==> src/rtl/pum_xbox_if.sv <==
`default_nettype none
`timescale 1ns/1ps
// ============================================================================
// Module      : pum_xbox_if
// Description : Xbox memory port and PUM compute handshake bundle between the
//               BNN pass sequencer (master) and the datapath/memory (slave).
//               mem_req/mem_we/mem_addr : registered request, held until gnt
//               mem_gnt                 : request accepted this cycle
//               mem_rvalid              : read data valid on xbox rdata
//               ld_r1/ld_r2             : capture rdata into R1/R2
//               cmp_start/cmp_done      : compute trigger / completion
// Revision    : 1.0 - initial release
// ============================================================================
interface pum_xbox_if #(
  parameter int ADDR_W = 14
) ();
  logic              mem_req;
  logic              mem_we;
  logic [ADDR_W-1:0] mem_addr;
  logic              mem_gnt;
  logic              mem_rvalid;
  logic              ld_r1;
  logic              ld_r2;
  logic              cmp_start;
  logic              cmp_done;

  modport master (
    output mem_req, mem_we, mem_addr, ld_r1, ld_r2, cmp_start,
    input  mem_gnt, mem_rvalid, cmp_done
  );

  modport slave (
    input  mem_req, mem_we, mem_addr, ld_r1, ld_r2, cmp_start,
    output mem_gnt, mem_rvalid, cmp_done
  );
endinterface
`default_nettype wire

==> src/rtl/pum_xbox_sequencer.sv <==
`default_nettype none
`timescale 1ns/1ps
// ============================================================================
// Module      : pum_xbox_sequencer
// Description : Sequences a full BNN pass of the PUM datapath over the xbox
//               memory: per weight row load R2, then per input row load R1,
//               trigger compute, wait for completion and write RA back.
// Ports       : clk, rst_n           - clock, async active-low reset
//               cfg_start_i/abort_i  - start pulse (IDLE only) / abort
//               cfg_base_[abc]_i     - R1 / R2 / RA base rows
//               cfg_n_in_i/n_w_i     - input / weight row counts
//               busy_o, done_o, err_o- status to the register file
//               xbox                 - memory port and compute handshake
// Revision    : 1.0 - initial release
// ============================================================================
module pum_xbox_sequencer #(
  parameter int ADDR_W  = 14,
  parameter int CNT_W   = 15,
  parameter int TIMEOUT = 1023
) (
  input  logic              clk,
  input  logic              rst_n,
  input  logic              cfg_start_i,
  input  logic              cfg_abort_i,
  input  logic [ADDR_W-1:0] cfg_base_a_i,
  input  logic [ADDR_W-1:0] cfg_base_b_i,
  input  logic [ADDR_W-1:0] cfg_base_c_i,
  input  logic [CNT_W-1:0]  cfg_n_in_i,
  input  logic [CNT_W-1:0]  cfg_n_w_i,
  output logic              busy_o,
  output logic              done_o,
  output logic              err_o,
  pum_xbox_if.master        xbox
);

  localparam int WD_W = $clog2(TIMEOUT + 1);

  localparam logic [2:0] S_IDLE    = 3'd0;
  localparam logic [2:0] S_REQ_R2  = 3'd1;
  localparam logic [2:0] S_WAIT_R2 = 3'd2;
  localparam logic [2:0] S_REQ_R1  = 3'd3;
  localparam logic [2:0] S_WAIT_R1 = 3'd4;
  localparam logic [2:0] S_COMPUTE = 3'd5;
  localparam logic [2:0] S_WR_RA   = 3'd6;
  localparam logic [2:0] S_DONE    = 3'd7;

  logic [2:0]        state_q, state_d;
  logic [ADDR_W-1:0] base_a_q, base_a_d;
  logic [ADDR_W-1:0] base_b_q, base_b_d;
  logic [ADDR_W-1:0] c_ptr_q, c_ptr_d;
  logic [CNT_W-1:0]  n_in_q, n_in_d;
  logic [CNT_W-1:0]  n_w_q, n_w_d;
  logic [CNT_W-1:0]  i_cnt_q, i_cnt_d;
  logic [CNT_W-1:0]  w_cnt_q, w_cnt_d;
  logic [WD_W-1:0]   wd_q, wd_d;
  logic              err_q, err_d;
  logic              req_q, req_d;
  logic              we_q, we_d;
  logic [ADDR_W-1:0] addr_q, addr_d;
  logic              cmp_start_q, cmp_start_d;

  // One bit wider so the "last row" compare cannot overflow.
  logic [CNT_W:0]    i_nxt, w_nxt;
  assign i_nxt = {1'b0, i_cnt_q} + {{CNT_W{1'b0}}, 1'b1};
  assign w_nxt = {1'b0, w_cnt_q} + {{CNT_W{1'b0}}, 1'b1};

  always_comb begin
    state_d  = state_q;
    base_a_d = base_a_q;
    base_b_d = base_b_q;
    c_ptr_d  = c_ptr_q;
    n_in_d   = n_in_q;
    n_w_d    = n_w_q;
    i_cnt_d  = i_cnt_q;
    w_cnt_d  = w_cnt_q;
    wd_d     = wd_q;
    err_d    = err_q;
    case (state_q)
      S_IDLE: begin
        if (cfg_start_i) begin
          base_a_d = cfg_base_a_i;
          base_b_d = cfg_base_b_i;
          c_ptr_d  = cfg_base_c_i;
          n_in_d   = cfg_n_in_i;
          n_w_d    = cfg_n_w_i;
          i_cnt_d  = '0;
          w_cnt_d  = '0;
          err_d    = 1'b0;
          if (cfg_n_in_i == '0 || cfg_n_w_i == '0) begin
            err_d   = 1'b1;
            state_d = S_DONE;
          end else begin
            state_d = S_REQ_R2;
          end
        end
      end
      S_REQ_R2:  if (xbox.mem_gnt) state_d = S_WAIT_R2;
      S_WAIT_R2: begin
        if (xbox.mem_rvalid) begin
          i_cnt_d = '0;
          state_d = S_REQ_R1;
        end
      end
      S_REQ_R1:  if (xbox.mem_gnt) state_d = S_WAIT_R1;
      S_WAIT_R1: begin
        if (xbox.mem_rvalid) begin
          wd_d    = '0;
          state_d = S_COMPUTE;
        end
      end
      S_COMPUTE: begin
        if (xbox.cmp_done) begin
          state_d = S_WR_RA;
        end else if (wd_q == WD_W'(TIMEOUT - 1)) begin
          err_d   = 1'b1;
          state_d = S_DONE;
        end else begin
          wd_d = wd_q + 1'b1;
        end
      end
      S_WR_RA: begin
        if (xbox.mem_gnt) begin
          // Running pointer yields base_c + w*n_in + i without a multiplier.
          c_ptr_d = c_ptr_q + 1'b1;
          if (i_nxt < {1'b0, n_in_q}) begin
            i_cnt_d = i_nxt[CNT_W-1:0];
            state_d = S_REQ_R1;
          end else if (w_nxt < {1'b0, n_w_q}) begin
            w_cnt_d = w_nxt[CNT_W-1:0];
            state_d = S_REQ_R2;
          end else begin
            state_d = S_DONE;
          end
        end
      end
      default:   state_d = S_IDLE;  // S_DONE
    endcase
    // Abort wins over every other transition and leaves err untouched.
    if (cfg_abort_i && state_q != S_IDLE) begin
      state_d = S_IDLE;
      err_d   = err_q;
    end
  end

  // Request outputs are derived from the next state so they are registered and
  // naturally hold while a request waits for its grant.
  always_comb begin
    req_d       = (state_d == S_REQ_R2) || (state_d == S_REQ_R1) || (state_d == S_WR_RA);
    we_d        = (state_d == S_WR_RA);
    cmp_start_d = (state_d == S_COMPUTE) && (state_q != S_COMPUTE);
    case (state_d)
      S_REQ_R2: addr_d = base_b_d + ADDR_W'(w_cnt_d);
      S_REQ_R1: addr_d = base_a_d + ADDR_W'(i_cnt_d);
      S_WR_RA:  addr_d = c_ptr_d;
      default:  addr_d = '0;
    endcase
  end

  always_ff @(posedge clk or negedge rst_n) begin
    if (!rst_n) begin
      state_q     <= S_IDLE;
      base_a_q    <= '0;
      base_b_q    <= '0;
      c_ptr_q     <= '0;
      n_in_q      <= '0;
      n_w_q       <= '0;
      i_cnt_q     <= '0;
      w_cnt_q     <= '0;
      wd_q        <= '0;
      err_q       <= 1'b0;
      req_q       <= 1'b0;
      we_q        <= 1'b0;
      addr_q      <= '0;
      cmp_start_q <= 1'b0;
    end else begin
      state_q     <= state_d;
      base_a_q    <= base_a_d;
      base_b_q    <= base_b_d;
      c_ptr_q     <= c_ptr_d;
      n_in_q      <= n_in_d;
      n_w_q       <= n_w_d;
      i_cnt_q     <= i_cnt_d;
      w_cnt_q     <= w_cnt_d;
      wd_q        <= wd_d;
      err_q       <= err_d;
      req_q       <= req_d;
      we_q        <= we_d;
      addr_q      <= addr_d;
      cmp_start_q <= cmp_start_d;
    end
  end

  assign busy_o         = (state_q != S_IDLE);
  assign done_o         = (state_q == S_DONE);
  assign err_o          = err_q;
  assign xbox.mem_req   = req_q;
  assign xbox.mem_we    = we_q;
  assign xbox.mem_addr  = addr_q;
  assign xbox.cmp_start = cmp_start_q;
  assign xbox.ld_r1     = (state_q == S_WAIT_R1) && xbox.mem_rvalid;
  assign xbox.ld_r2     = (state_q == S_WAIT_R2) && xbox.mem_rvalid;

endmodule
`default_nettype wire

==> src/flat_wrapper.sv <==
// flat-port wrapper written by rule: the top's interface ports become plain ports
module pum_xbox_sequencer_flat 
#(
  parameter int ADDR_W  = 14,
  parameter int CNT_W   = 15,
  parameter int TIMEOUT = 1023
)
  (clk, rst_n, cfg_start_i, cfg_abort_i, cfg_base_a_i, cfg_base_b_i, cfg_base_c_i, cfg_n_in_i, cfg_n_w_i, busy_o, done_o, err_o, xbox_mem_req, xbox_mem_we, xbox_mem_addr, xbox_ld_r1, xbox_ld_r2, xbox_cmp_start, xbox_mem_gnt, xbox_mem_rvalid, xbox_cmp_done);
  pum_xbox_if #(.ADDR_W(ADDR_W)) xbox_i ();
  input  logic clk;
  input  logic rst_n;
  input  logic cfg_start_i;
  input  logic cfg_abort_i;
  input  logic [ADDR_W-1:0] cfg_base_a_i;
  input  logic [ADDR_W-1:0] cfg_base_b_i;
  input  logic [ADDR_W-1:0] cfg_base_c_i;
  input  logic [CNT_W-1:0] cfg_n_in_i;
  input  logic [CNT_W-1:0] cfg_n_w_i;
  output logic busy_o;
  output logic done_o;
  output logic err_o;
  output wire logic [$bits(xbox_i.mem_req)-1:0] xbox_mem_req;
  output wire logic [$bits(xbox_i.mem_we)-1:0] xbox_mem_we;
  output wire logic [$bits(xbox_i.mem_addr)-1:0] xbox_mem_addr;
  output wire logic [$bits(xbox_i.ld_r1)-1:0] xbox_ld_r1;
  output wire logic [$bits(xbox_i.ld_r2)-1:0] xbox_ld_r2;
  output wire logic [$bits(xbox_i.cmp_start)-1:0] xbox_cmp_start;
  input wire logic [$bits(xbox_i.mem_gnt)-1:0] xbox_mem_gnt;
  input wire logic [$bits(xbox_i.mem_rvalid)-1:0] xbox_mem_rvalid;
  input wire logic [$bits(xbox_i.cmp_done)-1:0] xbox_cmp_done;
  assign xbox_mem_req = xbox_i.mem_req;
  assign xbox_mem_we = xbox_i.mem_we;
  assign xbox_mem_addr = xbox_i.mem_addr;
  assign xbox_ld_r1 = xbox_i.ld_r1;
  assign xbox_ld_r2 = xbox_i.ld_r2;
  assign xbox_cmp_start = xbox_i.cmp_start;
  assign xbox_i.mem_gnt = xbox_mem_gnt;
  assign xbox_i.mem_rvalid = xbox_mem_rvalid;
  assign xbox_i.cmp_done = xbox_cmp_done;
  pum_xbox_sequencer #(.ADDR_W(ADDR_W), .CNT_W(CNT_W), .TIMEOUT(TIMEOUT)) u_core (.clk(clk), .rst_n(rst_n), .cfg_start_i(cfg_start_i), .cfg_abort_i(cfg_abort_i), .cfg_base_a_i(cfg_base_a_i), .cfg_base_b_i(cfg_base_b_i), .cfg_base_c_i(cfg_base_c_i), .cfg_n_in_i(cfg_n_in_i), .cfg_n_w_i(cfg_n_w_i), .busy_o(busy_o), .done_o(done_o), .err_o(err_o), .xbox(xbox_i));
endmodule
==> config.mk <==
export PLATFORM = sky130hd
export DESIGN_NAME = pum_xbox_sequencer_flat
export DESIGN_NICKNAME = d
export VERILOG_FILES = /design/src/rtl/pum_xbox_if.sv /design/src/rtl/pum_xbox_sequencer.sv /design/src/flat_wrapper.sv
export SDC_FILE = /design/constraint.sdc
export NUM_CORES = 1
export LEC_CHECK = 0
export ABC_AREA = 1
export CORE_ASPECT_RATIO = 1.4
export CORE_MARGIN = 3
export CORE_UTILIZATION = 55
export CTS_CLUSTER_SIZE = 14
export DETAILED_ROUTE_END_ITERATION = 10
export GPL_TIMING_DRIVEN = 0
export PLACE_DENSITY = 0.76
export SLEW_MARGIN = 5
export SYNTH_ARGS = -nofsm -noshare
export SYNTH_HDL_FRONTEND = slang
export SYNTH_SLANG_ARGS = --single-unit
==> constraint.sdc <==
create_clock -name clk -period 5.9 [get_ports clk]
set_input_delay 1.18 -clock clk [delete_from_list [all_inputs] [get_ports clk]]
set_output_delay 1.18 -clock clk [all_outputs]
set_load 0.1 [all_outputs]
# Yosys cells after proc, flatten, opt, wreduce, memory -nomap -nowiden
# Index checks and enable logic that the tools add are counted.
word_totals:
  input_bits: 79
  out_inout_bits: 22
  ff_bits: 133
classes:
  order_cmp: 2
  n_addsub: 6
  bitwise: 1
  mux: 40
  n_eq_ne: 23
  n_reduce_logical: 20
ops:
  columns: ["op", "count"]
  rows:
  - ["$mux 15", 8]
  - ["$mux 14", 6]
  - ["$pmux 15 s3", 1]
  - ["$pmux 14 s3", 1]
  - ["$mux 3", 12]
  - ["$add 15x1->16 const B", 2]
  - ["$lt 16x15->1", 2]
  - ["$logic_not 15->1", 2]
  - ["$mux 10", 3]
  - ["$pmux 15 s2", 1]
  - ["$add 14x14->14", 2]
  - ["$pmux 14 s2", 1]
  - ["$pmux 3 s7", 1]
  - ["$pmux 10 s2", 1]
  - ["$eq 3x3->1 const B", 6]
  - ["$reduce_and 5->1", 3]
  - ["$add 14x1->14 const B", 1]
  - ["$ne 2x2->1 const B", 7]
  - ["$add 10x1->10 const B", 1]
  - ["$eq 10x10->1 const B", 1]
  - ["$eq 3x2->1 const B", 3]
  - ["$eq 3x1->1 const B", 2]
  - ["$ne 2x1->1 const B", 3]
  - ["$reduce_bool 2->1", 3]
  - ["other kinds (10)", 19]

# Logic depth before layout (Yosys ltp)
# Gate-level depths: netlist of the first run.
logic_depth:
  word_depth: 10
  mapped_depth: 40
  mapped_depth_nobuf: 40

# Worst setup path after synthesis of the first run
# No wires, ideal clock.
synth_path:
  path_kind: "register to register"
  startpoint: "reg u_core.w_cnt_q[0]"
  endpoint: "reg u_core.addr_q[12], in the netlist u_core.xbox.mem_addr[12]"
  setup_ps: 68
  n_path_buf: 1
  path_slack_ps: 726
  required_time_ps: 5832
  path_stages_with_launch: 41
  period_less_slack_ps: 5174
  arrival_time_ps: 5106
  path_cell_list: "dfrtp_1 > ha_1 > nand3_1 > nor2_1 > inv_1 > nor2_1 > inv_1 > nor3_1 > inv_1 > nor2_1 > inv_1 > nor2_1 > nand3_1 > xor2_1 > inv_1 > ha_1 > nand2_1 > nor2_1 > [5 not listed] > nor2_4 > inv_1 > o21ai_0 > ha_1 > inv_1 > fa_1 > o31ai_1 > a21oi_1 > or2_2 > nand2_1 > a21oi_1 > or2_2 > nand2_1 > nand2_1 > nand2_1 > xor2_1 > nand2_1 > nand3_1"
synth_via:
  elab_cells_between_ends: 17
synth_rtl:
  columns: ["element", "line_no", "rtl"]
  rows:
  - ["start, declared", "pum_xbox_sequencer.sv:54", "logic [CNT_W-1:0] w_cnt_q, w_cnt_d;"]
  - ["start signal, assigned", "pum_xbox_sequencer.sv:183", "w_cnt_q <= w_cnt_d;"]
  - ["$add 15x1->16", "pum_xbox_sequencer.sv:65", "assign w_nxt = {1'b0, w_cnt_q} + {{CNT_W{1'b0}}, 1'b1};"]
  - ["$lt 16x15->1", "pum_xbox_sequencer.sv:128", "end else if (w_nxt < {1'b0, n_w_q}) begin"]
  - ["$mux 15", "pum_xbox_sequencer.sv:128", null]
  - ["$mux 15", "pum_xbox_sequencer.sv:125", "if (i_nxt < {1'b0, n_in_q}) begin"]
  - ["$mux 15", "pum_xbox_sequencer.sv:122", "if (xbox.mem_gnt) begin"]
  - ["$pmux 15 s2 (*)", "pum_xbox_sequencer.sv:78", "case (state_q)"]
  - ["via u_core.w_cnt_d[0]", "pum_xbox_sequencer.sv:54", null]
  - ["$add 14x14->14 (*)", "pum_xbox_sequencer.sv:152", "S_REQ_R2: addr_d = base_b_d + ADDR_W'(w_cnt_d);"]
  - ["$pmux 14 s3 (*)", "pum_xbox_sequencer.sv:151", "case (state_d)"]
  - ["via u_core.addr_d[12]", "pum_xbox_sequencer.sv:59", "logic [ADDR_W-1:0] addr_q, addr_d;"]
  - ["end signal, assigned", "pum_xbox_sequencer.sv:188", "addr_q <= addr_d;"]
  - ["end, declared", "pum_xbox_sequencer.sv:59", null]
# The timed path passes the listed nets; every way through them passes the cells marked *. The select of a mux whose other input is x is not followed.
# A chain may end at the register's enable or synchronous reset.

# Final worst setup path of the first run
layout_path:
  startpoint: "reg u_core.w_cnt_q[1]"
  endpoint: "reg u_core.addr_q[12], in the netlist u_core.xbox.mem_addr[12]"
layout_via:
  elab_cells_between_ends: 17
layout_rtl:
  columns: ["element", "line_no"]
  rows:
  - ["$add 15x1->16", "pum_xbox_sequencer.sv:65"]
  - ["$lt 16x15->1", "pum_xbox_sequencer.sv:128"]
  - ["$mux 15", "pum_xbox_sequencer.sv:128"]
  - ["$mux 15", "pum_xbox_sequencer.sv:125"]
  - ["$mux 15", "pum_xbox_sequencer.sv:122"]
  - ["$pmux 15 s2", "pum_xbox_sequencer.sv:78"]
  - ["via u_core.w_cnt_d[0]", "pum_xbox_sequencer.sv:54"]
  - ["$add 14x14->14", "pum_xbox_sequencer.sv:152"]
  - ["$pmux 14 s3", "pum_xbox_sequencer.sv:151"]
  - ["via u_core.addr_d[12]", "pum_xbox_sequencer.sv:59"]
# The timed path passes the listed nets, and every way through them passes these cells. The select of a mux whose other input is x is not followed.

==> results.ini, run 1 <==
[run_status]
status=finished, final reports clean

[global_route]
grt_max_degree=70
antenna_found_initial=0
grt_pass1_wl_um=39100
grt_use_total_pct=28.5
grt.overflow.total=0
first_global_vias=7981

[floorplanning]
io_pins=101
rows=54
core-area_um2=15600
fp.dieH_um=155
initial_core_util_pct=56.3
die_w_um=113
die_area_um2=17500

[synthesis]
yosysUniqueCellTypes=56
synthFlopType=dfrtp_1
synth_top_area_share_pct=37.9
yosysTopAreaCell=dfrtp_1
synth.area.top_cells=dfrtp_1, nand2_1, ha_1
ys_seq_area_share_pct=37.9
synth-edff-count=0
synthAdderAreaFrac_pct=8.86
synth_xor_area_share_pct=2.59
synth-compound-area-share_pct=13.1
synth_cells=1170
synth_common_cells=nand2_1, inv_1, dfrtp_1
synth_most_common_cell=nand2_1
ys_ff_latch=133
synth_simple_gate_area_share_pct=28.6
synth_mux_area_share_pct=0
synth_nets=1310
syn_area_um2=8780
syn_area_per_cell_um2=7.50
ys_async_sr_fraction_pct=100
synth_top_family_by_area=simple AND/OR/NAND/NOR gates
yosys_warnings=0

[sta]
finalHoldViolCount=0
final_max_slew_viol_count=0
fin_crit_ns=5.55
final.setup.worst_slack_ns=0.354
fmax_mhz=180
slew_headroom_pct=34.5
fin_skew_ns=0.00681
worst_pin_slew_ns=0.979
setup_viol=0
min_period_over_period_pct=94.0

[clocking]
clockRootBuffer=clkbuf_16
cts_buffers=17
clkLatencyLatePin_ns=0.43
h-tree-depth=4
cts_tree=done
path_clk_slew_ns=0.06
cts.sinks=133
ctsLongestPathBuffers=2

[cells_and_area]
antenna_cells=0
final_nets=1436
area_delta_synth_final_pct=22.6
fill_cells=1322
drive_above_1_share_pct=10.2
fin_cells=1504

[power]
ir_drop_mv=0.297
power.static_leakage_nw=5.36
power_density_nw_per_um2=430

[critical_path]
cp-end-kind=flop
required_ns=6.25
crit_family=simple AND/OR/NAND/NOR gates
cp_max_fo=10
cp.arrival_ns=5.90
cp_common_cell=nand2_1
critPathKind=reg2reg
cpPeakStageDelay_ns=0.39
cp-start-kind=flop
worst-path-stages=40
cp.buffers_inverters=8
ff2ff_path_depth=40
critPathSlowestCell=dfrtp_1

[run]
maxCapViolations=0

[worst_hold_path]
holdPathStages=2
min_path_type=reg2reg

[route]
drc=0
dr.pass1.iters=5
drt_iter0_drc=522
wire_per_inst_um=16.4
wl_um=24600
vias=8241
viasPerCell=5.48
ant_nets=0

[placement]
gp_congestion=0.953
pre_cts_ws_ns=-0.209
io_buffer_count=100
post-dp-hpwl_um=19200
dp.cells=1467

==> what timing repair did <==
| action | 4_1_cts | 5_1_grt |
|---|---|---|
| gates resized for setup | 6 | 20 |
| pin swaps | 0 | 4 |
| hold buffers | 0 | 0 |
| setup buffers | 0 | 6 |
| endpoints found under the setup margin | 2 | 3 |
==> routing by layer <==
metal / vias up / part of all wire (%) / global-route usage [%] / wire, um
li1: 4076 / - / - / -
met1: 3876 / 39 / 32.7 / 9610
met2: 219 / 53 / 51.0 / 12900
met3: 70 / 4.0 / 4.82 / 992
met4: 0 / 4.4 / 13.5 / 1070
met5: - / 0 / 0 / 0
==> area by class of cell <==
type	count	area, um^2	share of cell area, %
plain buffers	23	118	1.09
clock buffers	22	464	4.31
clock inverters	9	128	1.19
inverters	177	672	6.24
multi-input cells	837	4730	44.0
flip-flops and latches	133	3330	30.9
well taps	196	245	2.28
repair buffers	107	1070	9.98
==> stage by stage <==
step                hold slack, ns  setup TNS, ns  power (W)  cell area, um^2  utilization (%)
finish                       0.473              0    0.00463            10800             69.0
global route                 0.503        -0.0466    0.00495            10800             69.0
CTS                          0.477              0    0.00463            10700             68.4
global placement             0.457        -232.76    0.00348            10000             64.2
detailed placement           0.462         -0.246    0.00352            10100             64.4
floorplan                    0.442              0    0.00291             8780                -
==> worst reg2reg max path: cells and delay by family, from the launching register on <==
| family | cells | cell delay [ns] |
|---|---|---|
| xor gates and xnor gates | 2 | 0.33 |
| AOI/OAI and AO/OA | 5 | 0.63 |
| adders and majority gates | 4 | 1.04 |
| buffers and inverters | 8 | 0.69 |
| and+or+nand+nor | 21 | 2.38 |
| DFF | 1 | 0.39 |
==> cell families (layout without fill, tap and decap cells) <==
logic type,Yosys count,count (layout)
AOI/OAI and AO/OA,198,198
DFF,133,133
and+or+nand+nor,552,552
buffers and inverters,200,338
xor gates and xnor gates,26,26
adders and majority gates,61,61
==> layout by cell type, fill, tap and decap left out, types with 10 or more instances in the layout <==
cell / synthesis / final
clkbuf_1: 12 / 14
o211ai_1: 10 / 10
dfrtp_1: 133 / 131
nand4_1: 10 / 10
clkdlybuf4s50_1: 0 / 99
nor2_2: 5 / 10
ha_1: 59 / 57
nor2_1: 74 / 69
o21ai_0: 82 / 80
nor3_1: 20 / 19
xor2_1: 17 / 17
nand3_1: 56 / 56
inv_1: 165 / 163
nand2_2: 18 / 19
a21oi_1: 57 / 55
o21ai_1: 10 / 11
inv_2: 10 / 11
nand2_1: 319 / 318
clkbuf_16: 0 / 17
==> path summary, 6_finish.rpt <==
path                                          from                       end  slack [ns]
worst max-delay path             u_core.w_cnt_q[1]  u_core.xbox.mem_addr[12]        0.35
worst min-delay path            u_core.base_b_q[8]        u_core.base_b_q[8]        0.47
worst max register to register   u_core.w_cnt_q[1]  u_core.xbox.mem_addr[12]        0.35
worst min register to register  u_core.base_b_q[8]        u_core.base_b_q[8]        0.47
max in group asynchronous                    rst_n           u_core.n_w_q[3]        4.40
min in group asynchronous                    rst_n        u_core.base_a_q[8]        0.73
==> sequential cells by signal, indices dropped and copies added, names as in the netlist, named ones only <==
name,cells
u_core.n_w_q,15
u_core.base_b_q,14
u_core.w_cnt_q,15
u_core.i_cnt_q,14
u_core.err_o,1
u_core.base_a_q,14
u_core.xbox.mem_we,1
u_core.xbox.mem_req,1
u_core.xbox.mem_addr,14
u_core.state_q,3
u_core.wd_q,10
u_core.n_in_q,15
u_core.c_ptr_q,14
u_core.xbox.cmp_start,1
==> power by group <==
part	internal [W]	total [W]	switching, W	leakage, nW
clock	0.000681	0.00109	0.000404	0.282
combinational	0.000677	0.00222	0.00154	3.36
sequential	0.00121	0.00133	0.000121	1.72
total	0.00257	0.00463	0.00207	5.36
No activity file was read; power rests on OpenSTA's default activity.
==> run 2, diff against run 1 <==
Settings changed: SKIP_LAST_GASP set to 1.
==> results of run 2 <==
Same layout as run 1: the final DEF is identical, and so are final timing and power.
